`src/rtl/mem_port_arbiter.sv`:
```
// Shared memory port arbiter: fetch and data requesters share one memory port,
// data wins by default, fetch is guaranteed a slot after STARVE_LIMIT data grants.
//   state  | meaning
//   IDLE   | no transaction, arbitrating (blocked during an ack cycle)
//   GNT_IF | fetch owns the memory port, waiting for mem_ready
//   GNT_D  | data owns the memory port, waiting for mem_ready
module mem_port_arbiter #(
  parameter int unsigned STARVE_LIMIT = 4,
  parameter int unsigned TIMEOUT      = 255
) (
  input  logic        clk,
  input  logic        rst,
  input  logic        if_req,
  input  logic [31:0] if_addr,
  output logic        if_ack,
  output logic [31:0] if_rdata,
  input  logic        d_req,
  input  logic        d_we,
  input  logic [31:0] d_addr,
  input  logic [31:0] d_wdata,
  output logic        d_ack,
  output logic [31:0] d_rdata,
  output logic        mem_req,
  output logic        mem_we,
  output logic [31:0] mem_addr,
  output logic [31:0] mem_wdata,
  input  logic [31:0] mem_rdata,
  input  logic        mem_ready,
  output logic        bus_err,
  output logic        stall
);

  localparam int unsigned SW = (STARVE_LIMIT < 1) ? 1 : $clog2(STARVE_LIMIT + 1);
  localparam int unsigned WW = (TIMEOUT < 2) ? 1 : $clog2(TIMEOUT);
  localparam logic [SW-1:0] STARVE_MAX = SW'(STARVE_LIMIT);
  localparam logic [WW-1:0] WAIT_LAST  = WW'(TIMEOUT - 1);

  typedef enum logic [1:0] {
    IDLE   = 2'd0,
    GNT_IF = 2'd1,
    GNT_D  = 2'd2
  } state_t;

  state_t          state_q, state_d;
  logic [SW-1:0]   starve_cnt_q, starve_cnt_d;
  logic [WW-1:0]   wait_cnt_q, wait_cnt_d;
  logic            mem_req_q, mem_req_d;
  logic            mem_we_q, mem_we_d;
  logic [31:0]     mem_addr_q, mem_addr_d;
  logic [31:0]     mem_wdata_q, mem_wdata_d;
  logic            if_ack_q, if_ack_d;
  logic            d_ack_q, d_ack_d;
  logic            bus_err_q, bus_err_d;
  logic [31:0]     if_rdata_q, if_rdata_d;
  logic [31:0]     d_rdata_q, d_rdata_d;
  logic            grant_d, grant_if;

  always_comb begin
    state_d      = state_q;
    starve_cnt_d = starve_cnt_q;
    wait_cnt_d   = wait_cnt_q;
    mem_req_d    = mem_req_q;
    mem_we_d     = mem_we_q;
    mem_addr_d   = mem_addr_q;
    mem_wdata_d  = mem_wdata_q;
    if_ack_d     = 1'b0;
    d_ack_d      = 1'b0;
    bus_err_d    = 1'b0;
    if_rdata_d   = if_rdata_q;
    d_rdata_d    = d_rdata_q;
    grant_d      = 1'b0;
    grant_if     = 1'b0;

    case (state_q)
      IDLE: begin
        // The ack cycle still sees the completing requester's req high; never re-grant it.
        if (!if_ack_q && !d_ack_q) begin
          grant_d  = d_req && (!if_req || (starve_cnt_q != STARVE_MAX));
          grant_if = if_req && !grant_d;
        end
        if (grant_d) begin
          state_d     = GNT_D;
          mem_req_d   = 1'b1;
          mem_we_d    = d_we;
          mem_addr_d  = d_addr;
          mem_wdata_d = d_wdata;
          wait_cnt_d  = '0;
          if (if_req && (starve_cnt_q != STARVE_MAX)) begin
            starve_cnt_d = starve_cnt_q + 1'b1;
          end
        end else if (grant_if) begin
          state_d      = GNT_IF;
          mem_req_d    = 1'b1;
          mem_we_d     = 1'b0;
          mem_addr_d   = if_addr;
          mem_wdata_d  = '0;
          wait_cnt_d   = '0;
          starve_cnt_d = '0;
        end
      end
      GNT_IF, GNT_D: begin
        if (mem_ready) begin
          state_d   = IDLE;
          mem_req_d = 1'b0;
          if (state_q == GNT_IF) begin
            if_ack_d   = 1'b1;
            if_rdata_d = mem_rdata;
          end else begin
            d_ack_d = 1'b1;
            if (!mem_we_q) begin
              d_rdata_d = mem_rdata;
            end
          end
        end else if (wait_cnt_q == WAIT_LAST) begin
          state_d   = IDLE;
          mem_req_d = 1'b0;
          bus_err_d = 1'b1;
          if (state_q == GNT_IF) begin
            if_ack_d   = 1'b1;
            if_rdata_d = '0;
          end else begin
            d_ack_d   = 1'b1;
            d_rdata_d = '0;
          end
        end else begin
          wait_cnt_d = wait_cnt_q + 1'b1;
        end
      end
      default: begin
        state_d   = IDLE;
        mem_req_d = 1'b0;
      end
    endcase
  end

  always_ff @(posedge clk or negedge rst) begin
    if (!rst) begin
      state_q      <= IDLE;
      starve_cnt_q <= '0;
      wait_cnt_q   <= '0;
      mem_req_q    <= 1'b0;
      mem_we_q     <= 1'b0;
      mem_addr_q   <= '0;
      mem_wdata_q  <= '0;
      if_ack_q     <= 1'b0;
      d_ack_q      <= 1'b0;
      bus_err_q    <= 1'b0;
      if_rdata_q   <= '0;
      d_rdata_q    <= '0;
    end else begin
      state_q      <= state_d;
      starve_cnt_q <= starve_cnt_d;
      wait_cnt_q   <= wait_cnt_d;
      mem_req_q    <= mem_req_d;
      mem_we_q     <= mem_we_d;
      mem_addr_q   <= mem_addr_d;
      mem_wdata_q  <= mem_wdata_d;
      if_ack_q     <= if_ack_d;
      d_ack_q      <= d_ack_d;
      bus_err_q    <= bus_err_d;
      if_rdata_q   <= if_rdata_d;
      d_rdata_q    <= d_rdata_d;
    end
  end

  assign mem_req   = mem_req_q;
  assign mem_we    = mem_we_q;
  assign mem_addr  = mem_addr_q;
  assign mem_wdata = mem_wdata_q;
  assign if_ack    = if_ack_q;
  assign d_ack     = d_ack_q;
  assign bus_err   = bus_err_q;
  assign if_rdata  = if_rdata_q;
  assign d_rdata   = d_rdata_q;
  assign stall     = if_req & ~if_ack_q;

endmodule
```
`config.mk`:
```
export PLATFORM = sky130hd
export DESIGN_NAME = mem_port_arbiter
export DESIGN_NICKNAME = d
export VERILOG_FILES = /design/src/rtl/mem_port_arbiter.sv
export SDC_FILE = /design/constraint.sdc
export NUM_CORES = 1
export LEC_CHECK = 0
export ABC_AREA = 1
export BUFFER_PORTS_ARGS = -buffer_cell sky130_fd_sc_hd__buf_2
export CAP_MARGIN = 10
export CORE_UTILIZATION = 40
export CTS_CLUSTER_SIZE = 24
export DETAILED_ROUTE_END_ITERATION = 16
export GPL_TIMING_DRIVEN = 1
export PLACE_DENSITY_LB_ADDON = 0.08
export SLEW_MARGIN = 0
export SYNTH_ARGS = -nofsm -noshare
export SYNTH_HDL_FRONTEND = slang
export SYNTH_SLANG_ARGS = --single-unit
```
`constraint.sdc`:
```
create_clock -name clk -period 1.5 [get_ports clk]
set_clock_uncertainty 0.1 [all_clocks]
set_input_delay 0 -clock clk [delete_from_list [all_inputs] [get_ports clk]]
set_output_delay 0 -clock clk [all_outputs]
set_load 0.01 [all_outputs]
```
==> results of run 1 <==
[worst register-to-register path, cell delays in order (launching register included)]
cell and delay, ns:
dfrtp_1 0.37, buf_6 0.11, inv_4 0.03, ha_4 0.16
o211ai_4 0.11, clkinv_4 0.19, clkbuf_16 0.22, buf_12 0.14
nand3_2 0.06, nand2_2 0.08
[per-layer routing]
| metal | global-route usage (%) | vias to the layer above |
|---|---|---|
| met5 | 0 | - |
| met4 | 11.97 | 0 |
| met3 | 6.580 | 51 |
| met2 | 40.82 | 316 |
| met1 | 30.74 | 3186 |
| li1 | - | 3186 |
[Yosys cell counts, drive strengths merged]
master and count:
a21oi 3, buf 24, clkbuf 18, clkinv 1, dfrtp 146, ha 6, inv 15, nand2 246
nand3 48, nand4 1, nor2 47, nor3 1, o211ai 1, o21ai 135, o21bai 1, xnor2 2
xor2 1
[cell type report]
type | count | area (µm²)
clock buffer | 21 | 470.5
clock inverter | 11 | 150.1
fill | 1043 | 3931
inverter | 16 | 75.07
multi-input combinational | 492 | 2835
sequential | 146 | 3654
tap | 188 | 235.2
timing repair buffer | 480 | 3851
[power breakdown]
group          internal, mW  leakage (nW)  switching (mW)  total [mW]
clock network          2.76         0.300            1.73        4.49
logic                  5.26          3.52            5.85        11.1
registers              5.45          1.89           0.888        6.34
total                  13.5          5.72            8.47        21.9
[flip-flops by register name, indices dropped and copies added (netlist names), 2 cells and up]
register,cells
d_rdata,32
if_rdata,32
mem_addr,32
mem_wdata,32
starve_cnt_q,3
state_q,2
wait_cnt_q,8
[metrics by stage]
stage	utilization, %	hold slack (ns)	total power, mW	cell area (µm²)
2_1_floorplan	-	-0.3956	10.29	6272
3_3_place_gp	53.39	-0.1794	13.61	8117
3_5_place_dp	53.39	-0.1823	13.71	8117
4_1_cts	67.73	0.02075	18.92	10300
5_1_grt	74.14	0.1076	23.19	11270
6_report	74.14	0.1127	21.95	11270
[logic make-up (layout without fill, tap and decap cells)]
family,Yosys count,count (layout),share of synthesized area (%)
compound gates,140,140,12.77
xor+xnor,3,3,0.4212
fa+ha+maj,6,6,1.203
buf+inv,58,528,4.672
flops,146,146,58.55
simple gates,343,343,22.38
[worst paths after layout]
path,from,end,slack (ns),cells after the start
max,state_q[0],mem_wdata[20],-0.19,9
max in group asynchronous,rst,mem_wdata[0],0.28,4
min reg2reg,mem_wdata[30],mem_wdata[30],0.37,2
max reg2reg,state_q[0],mem_wdata[20],-0.19,9
min,mem_ready,d_rdata[23],0.11,4
min in group asynchronous,rst,d_rdata[6],0.49,3
[what timing repair did]
item	CTS	global route
endpoints found under the hold margin	284	0
hold buffers	135	0
gates resized for setup	34	203
gates cloned	2	17
setup buffers	6	7
setup endpoints to repair	143	139
pin swaps	0	41
==> flow_summary.yaml, run 1 <==
logic_synthesis:
  synth.distinct_cells: 29
  synth_seq_cells: 146
  ys_seq_area_share_pct: 58.55
  synth.avg_cell_area_um2: 8.965
  yosysTopAreaCell: "dfrtp_1"
  synth_area_leaders: "dfrtp_1, nand2_1, o21ai_0"
  synthCells: 696
  synth_nets: 836
  yosysWarnings: 0
  syn_area_um2: 6240
  yosys.area.top_type_share_pct: 58.55
global_routing:
  overflow: 0
  grt.total_usage_pct: 24.95
  antenna_found_initial: 0
  grt_pass1_vias: 6416
  grt_max_degree: 45
  grt_pass1_wl_mm: 31.58
placement:
  port_buffers: 267
  hpwl_mm: 11.66
  place_inst: 1155
  place_congestion: 0.7467
  dpl_worst_slack_ns: -0.1378
timing:
  slew_headroom_pct: 74.12
  setup_viol: 138
  period_minus_slack_ns: 1.692
  final.setup.tns_ns: -12.57
  period_share_pct: 112.8
  fmax_mhz: 591.1
  final_hold_viol_count: 0
  tightest_slew_ns: 0.3841
  finalMaxSlewViolations: 0
  rsz0062_at_grt: "yes"
  setup_slack_ns: -0.1919
clocking:
  htree_levels: 4
  cts_buffer_depth: 2
  clk_pin_slew_ns: 0.07
  worstSkewPairLatency_ns: 0.42
  cts_buffers: 17
  root_buffer: "clkbuf_16"
  cts.sinks: 146
  cts_tree: "done"
drt:
  drc: 0
  met3WireLength_mm: 1.425
  wl_per_cell_um: 16.71
  ant_nets: 0
  drt-met1-wl_mm: 9.303
  dr.pass1.iters: 5
  wl_mm: 22.63
  viasPerCell: 4.977
  drtIter0Drc: 317
  wl_met2_mm: 11.20
  routed.top_layer: "met4"
  vias: 6739
power_and_ir_drop:
  p_leak_nw: 5.716
  irDropWorstVdd_mv: 1.095
  p_per_area_nw_per_um2: 1947
floorplanning:
  die_area_um2: 16100
  core-area_um2: 15200
  boundaryPins: 268
  start_util_pct: 41.05
  die_h_um: 126.9
  placement_rows: 45
  die_w_um: 126.9
setup_path:
  startpoint_type: "flop"
  crit_path_cell_trace: "buf_6 > inv_4 > ha_4 > o211ai_4 > clkinv_4 > clkbuf_16 > buf_12 > nand3_2 > nand2_2"
  critical_path_buf_inv_count: 5
  required_ns: 1.70
  slowest_stage: "dfrtp_1"
  end_kind: "flop"
  crit_family: "buffers and inverters"
  crit_path_max_incr_delay_ns: 0.37
  path_class: "reg2reg"
  crit_arrival_ns: 1.89
  critPathMaxFanout: 7
cells_and_area:
  layout_commonest_cell: "buf_2"
  instances_no_fill: 1354
  final_cell_mix: "buf_2, nand2_1, dfrtp_1"
  drive_gt1_share_pct: 45.63
  diodes: 0
  nets: 1293
  syn_to_final_growth_pct: 80.63
run_status:
  violations: "negative setup slack"
  outcome: "complete, but fails checks"
worst_hold_path:
  hp-class: "in2reg"
job:
  drv_cap: 0
Power figures use the tool's default switching activity.
==> run 2: changes to the inputs <==
--- a/config.mk
+++ b/config.mk
@@ -8,7 +8,7 @@
 export ABC_AREA = 1
 export BUFFER_PORTS_ARGS = -buffer_cell sky130_fd_sc_hd__buf_2
 export CAP_MARGIN = 10
-export CORE_UTILIZATION = 40
+export CORE_UTILIZATION = 43
 export CTS_CLUSTER_SIZE = 24
 export DETAILED_ROUTE_END_ITERATION = 16
 export GPL_TIMING_DRIVEN = 1
==> run 2 against run 1 <==
- the run still ends with negative setup slack left
- combinational power fell by 5%
- hold slack got worse by 0.017 ns
- die area fell by 6.9%
- critical path depth rose by 1
- sequential share of layout area rose by 0.31 points
- clock-buffer cell count fell by 2
- total power fell by 2.2%
- fmax rose by 2.9%
- register-to-register slack improved by 0.05 ns
- routed wire length rose by 5.2%
- sequential power barely moved
- utilization rose by 5.4 points
- critical path type unchanged
- largest cell class unchanged
==> flow_summary.yaml, run 2 (synthesized netlist as in run 1, its figures left out) <==
drt:
  wl_met2_mm: 11.58
  viasPerCell: 5.229
  drt-met1-wl_mm: 9.152
  vias: 7022
  met3WireLength_mm: 2.011
  routed.top_layer: "met4"
  drtIter0Drc: 553
  drc: 0
  ant_nets: 0
  wl_mm: 23.81
  wl_per_cell_um: 17.73
  dr.pass1.iters: 5
timing:
  setup_slack_ns: -0.1437
  period_minus_slack_ns: 1.644
  tightest_slew_ns: 0.3954
  slew_headroom_pct: 73.64
  setup_viol: 131
  rsz0062_at_grt: "yes"
  period_share_pct: 109.6
  finalMaxSlewViolations: 0
  final_hold_viol_count: 0
  fmax_mhz: 608.4
worst_hold_path:
  hold_path_depth: 4
  hp-class: "in2reg"
  min_to: "if_rdata[28]"
  worstHoldStart: "mem_ready"
floorplanning:
  die_w_um: 122.5
  placement_rows: 43
  core-area_um2: 14040
  die_area_um2: 15000
  start_util_pct: 44.44
  boundaryPins: 268
  die_h_um: 122.5
power_and_ir_drop:
  p_per_area_nw_per_um2: 1922
  power_mw: 21.46
  p_leak_nw: 5.643
  irDropWorstVdd_mv: 1.237
placement:
  place_inst: 1138
  port_buffers: 267
  place_congestion: 0.8386
  hpwl_mm: 11.92
global_routing:
  grt_pass1_vias: 6568
  grt.total_usage_pct: 26.75
  antenna_found_initial: 0
  overflow: 0
  grt_pass1_wl_mm: 31.04
  grt_max_degree: 65
cells_and_area:
  final_cell_mix: "buf_2, nand2_1, dfrtp_1"
  multi_input_area_um2: 2814
  instances_no_fill: 1343
  seqCellArea_um2: 3654
  syn_to_final_growth_pct: 78.91
  nets: 1290
  diodes: 0
  nFillCells: 847
  drive_gt1_share_pct: 43.85
  layout_commonest_cell: "buf_2"
setup_path:
  startpoint_type: "flop"
  path_class: "reg2reg"
  critPathMaxFanout: 21
  r2r-start: "wait_cnt_q[0]"
  required_ns: 1.71
  crit_arrival_ns: 1.85
  crit_path_start: "wait_cnt_q[0]"
  crit_path_max_incr_delay_ns: 0.37
  rr_endpoint: "if_rdata[2]"
  r2r_cells: 10
  cpMostUsedCell: "nand2_1"
  slowest_stage: "dfrtp_1"
  crit_path_cell_trace: "inv_1 > ha_1 > nand2_1 > nor2_1 > nand2_2 > nand2_4 > nand3_4 > buf_12 > nand2_1 > o21ai_2"
  end_kind: "flop"
  r2r_slack_ns: -0.14
run_status:
  violations: "negative setup slack"
  outcome: "complete, but fails checks"
clocking:
  htree_levels: 4
  cts_buffers: 17
  cts_tree: "done"
  worstSkewPairLatency_ns: 0.42
  cts.sinks: 146
  clk_pin_slew_ns: 0.06
  root_buffer: "clkbuf_16"
  cts_buffer_depth: 2
job:
  drv_cap: 0
==> run 2: power breakdown <==
group	switching (mW)	total, mW	leakage (nW)	internal, mW
Combinational	5.81	10.6	3.45	4.83
Sequential	0.917	6.37	1.89	5.45
Clock	1.76	4.46	0.294	2.69
Total	8.49	21.5	5.64	13.0
==> run 2: layer usage <==
metal / track usage, % / up-vias
met5: 0 / -
met4: 13.72 / 0
met3: 6.831 / 97
met2: 44.07 / 426
met1: 32.33 / 3325
li1: - / 3174
==> run 2: metrics by stage <==
step / hold slack (ns) / utilization, % / TNS, ns / area, µm² / worst slack (ns)
floorplan: -0.3956 / - / -1.974 / 6272 / -0.07050
global placement: -0.1667 / 56.71 / -9.314 / 7964 / -0.1435
detailed placement: -0.1598 / 56.71 / -12.48 / 7964 / -0.1887
CTS: 0.07755 / 72.02 / -8.451 / 10110 / -0.1469
global route: 0.1224 / 79.50 / -20.51 / 11160 / -0.2197
finish: 0.09522 / 79.50 / -10.32 / 11160 / -0.1437
==> run 2: area by class of cell <==
type                       count  share of cell area, %
inverter                      16                 0.7061
timing repair inverter         1                0.07846
tap                          180                  2.017
timing repair buffer         476                  33.73
sequential                   146                  32.73
multi-input combinational    492                  25.21
clock buffer                  19                  3.968
clock inverter                13                  1.569
==> run 2: how the worst max path moves through the flow <==
| stage | to | slack, ns | cells after the start |
|---|---|---|---|
| after floorplan | if_rdata[24] | -0.07 | 11 |
| after global placement | wait_cnt_q[3] | -0.14 | 7 |
| after detailed placement | bus_err | -0.19 | 5 |
| after CTS | if_rdata[2] | -0.15 | 10 |
| after global routing | if_rdata[12] | -0.22 | 10 |
| final | if_rdata[2] | -0.14 | 10 |
==> run 2: critical path: cells and delay by family (launching register included) <==
| family | cells | cell delay [ns] |
|---|---|---|
| buf+inv | 2 | 0.27 |
| fa+ha+maj | 1 | 0.16 |
| compound gates | 1 | 0.05 |
| flops | 1 | 0.37 |
| simple gates | 6 | 0.56 |
==> run 2: repair_timing <==
action,4_1_cts,5_1_grt
endpoints found under the setup margin,142,145
hold buffers,136,0
gates resized for setup,22,201
setup buffers,3,14
hold endpoints to repair,278,0
pin swaps,0,44
cloned,3,17
==> run 3: changes to the inputs <==
--- a/config.mk
+++ b/config.mk
@@ -8,7 +8,9 @@
 export ABC_AREA = 1
 export BUFFER_PORTS_ARGS = -buffer_cell sky130_fd_sc_hd__buf_2
 export CAP_MARGIN = 10
-export CORE_UTILIZATION = 43
+export CELL_PAD_IN_SITES_DETAIL_PLACEMENT = 1
+export CELL_PAD_IN_SITES_GLOBAL_PLACEMENT = 1
+export CORE_UTILIZATION = 31
 export CTS_CLUSTER_SIZE = 24
 export DETAILED_ROUTE_END_ITERATION = 16
 export GPL_TIMING_DRIVEN = 1
==> run 3 against run 2 <==
- the flow still finishes with violations (negative setup slack)
- die area is 38% higher
- setup slack gained 0.0029 ns
- via count decreased by 0.84%
- fmax grew 0.18%
- total power increased by 5.4%
- critical path depth decreased by 2
- final area up 5.0%
- combinational power increased by 10%
- clock power about the same
==> flow_summary.yaml, run 3 (synthesized netlist as in run 1, its figures left out) <==
drt:
  dr.pass1.iters: 4
  drc: 0
  wl_per_cell_um: 19.38
  drtIter0Drc: 207
  wl_mm: 27.93
  vias: 6963
  viasPerCell: 4.832
  ant_nets: 0
job:
  drv_cap: 0
clocking:
  cts_tree: "done"
  worstSkewPairLatency_ns: 0.43
  root_buffer: "clkbuf_16"
  htree_levels: 4
  cts_buffer_depth: 2
  cts.sinks: 146
  clk_pin_slew_ns: 0.06
  cts_buffers: 17
power_and_ir_drop:
  p_per_area_nw_per_um2: 1930
  p_leak_nw: 5.772
  irDropWorstVdd_mv: 1.057
global_routing:
  overflow: 0
  grt.total_usage_pct: 23.95
  grt_max_degree: 44
  antenna_found_initial: 0
  grt_pass1_vias: 7224
  grt_pass1_wl_mm: 37.62
floorplanning:
  placement_rows: 51
  die_area_um2: 20700
  die_h_um: 143.9
  start_util_pct: 31.85
  die_w_um: 143.9
  core-area_um2: 19590
  boundaryPins: 268
timing:
  fmax_mhz: 609.5
  period_minus_slack_ns: 1.641
  rsz0062_at_grt: "yes"
  slew_headroom_pct: 70.20
  tightest_slew_ns: 0.4471
  final_hold_viol_count: 0
  setup_slack_ns: -0.1408
  finalMaxSlewViolations: 0
  setup_viol: 137
  period_share_pct: 109.4
setup_path:
  path_class: "reg2reg"
  crit_arrival_ns: 1.85
  required_ns: 1.71
  slowest_stage: "dfrtp_1"
  critical_path_buf_inv_count: 4
  critPathMaxFanout: 8
  crit_path_start: "state_q[1]"
  end_kind: "flop"
  crit_cells: 8
  r2r_cells: 8
  r2r-start: "state_q[1]"
  crit_family: "buffers and inverters"
  crit_path_max_incr_delay_ns: 0.36
  r2r_slack_ns: -0.14
  rr_endpoint: "mem_wdata[25]"
  critical_path.endpoint: "mem_wdata[25]"
  crit_path_cell_trace: "inv_2 > ha_4 > o211ai_4 > clkinv_4 > buf_8 > clkbuf_16 > nand3_2 > nand2_1"
  startpoint_type: "flop"
cells_and_area:
  seqCellArea_um2: 3654
  nFillCells: 2193
  multi_input_area_um2: 3147
  diodes: 0
  instances_no_fill: 1441
  drive_gt1_share_pct: 49.74
  layout_commonest_cell: "buf_2"
  nets: 1304
  final_cell_mix: "buf_2, nand2_1, dfrtp_1"
  finish.utilization_pct: 59.81
  syn_to_final_growth_pct: 87.79
run_status:
  violations: "negative setup slack"
  outcome: "complete, but fails checks"
placement:
  hpwl_mm: 14.48
  place_congestion: 0.7170
  dpl_worst_slack_ns: -0.2376
  port_buffers: 267
  place_inst: 1243
worst_hold_path:
  hold_path_depth: 4
  hp-class: "in2reg"
[run 3: cell types whose count changed in the layout (fill, tap and decap cells not counted), moves of 6 or more]
cell     before  now
o21ai_0       7    1
nor2_4       13   34
nand2_1     235  210
nor2_1       19   11
buf_6         7   15
o21ai_1      75   63
nor2_2       15    2
o21ai_2      48   66
nand2_2       9   32
buf_4        32   41
[run 3: power by group]
part | total [mW] | switching [mW] | internal [mW]
Sequential | 6.43 | 0.971 | 5.45
Clock | 4.48 | 1.85 | 2.64
Combinational | 11.7 | 6.50 | 5.21
[run 3: worst min-delay path, delay by kind of cell]
family	cells	cell delay (ns)
buffers and inverters	2	0.35
and+or+nand+nor	1	0.11
AOI/OAI and AO/OA	1	0.06
[run 3: area by class of cell]
class	count	area share, %
clock buffer	17	3.631
clock inverter	14	1.559
inverter	16	0.5980
multi-input combinational	492	26.86
sequential	146	31.18
tap	265	2.830
timing repair buffer	490	33.28
timing repair inverter	1	0.06407
[run 3: how the worst min path moves through the flow]
stage,to,start
4_1_cts,if_rdata[16],mem_ready
6_report,if_rdata[16],mem_ready
3_5_place_dp,d_rdata[9],rst
3_3_place_gp,d_rdata[9],rst
5_1_grt,if_rdata[2],mem_ready
2_1_floorplan,bus_err,rst
[run 3: timing repair]
| action | 4_1_cts | 5_1_grt |
|---|---|---|
| setup buffers | 8 | 12 |
| endpoints found under the setup margin | 143 | 145 |
| pin swaps | 28 | 37 |
| gates resized for setup | 181 | 143 |
| hold buffers | 133 | 0 |
| gates cloned | 8 | 9 |
| hold endpoints to repair | 281 | 0 |
[run 3: metrics by stage]
stage | hold slack, ns | instance area (µm²) | setup TNS (ns) | power, mW
after detailed placement | -0.1349 | 8283 | -17.09 | 13.98
after CTS | 0.005700 | 10920 | -6.868 | 20.34
final | 0.02927 | 11720 | -11.30 | 22.62
after global placement | -0.1308 | 8283 | -13.46 | 13.82
after floorplan | -0.3956 | 6272 | -1.974 | 10.29
after global routing | 0.04781 | 11720 | -23.08 | 23.87
[run 3: layer usage]
layer / vias to the layer above / share of wire (%) / wire, µm / GRT usage [%]
met3: 70 / 6.7 / 1858 / 7.664
met1: 3389 / 39 / 10830 / 26.76
li1: 3215 / - / - / -
met4: 0 / 3.2 / 896 / 9.798
met2: 289 / 51 / 14350 / 41.85
met5: - / 0 / 0 / 0
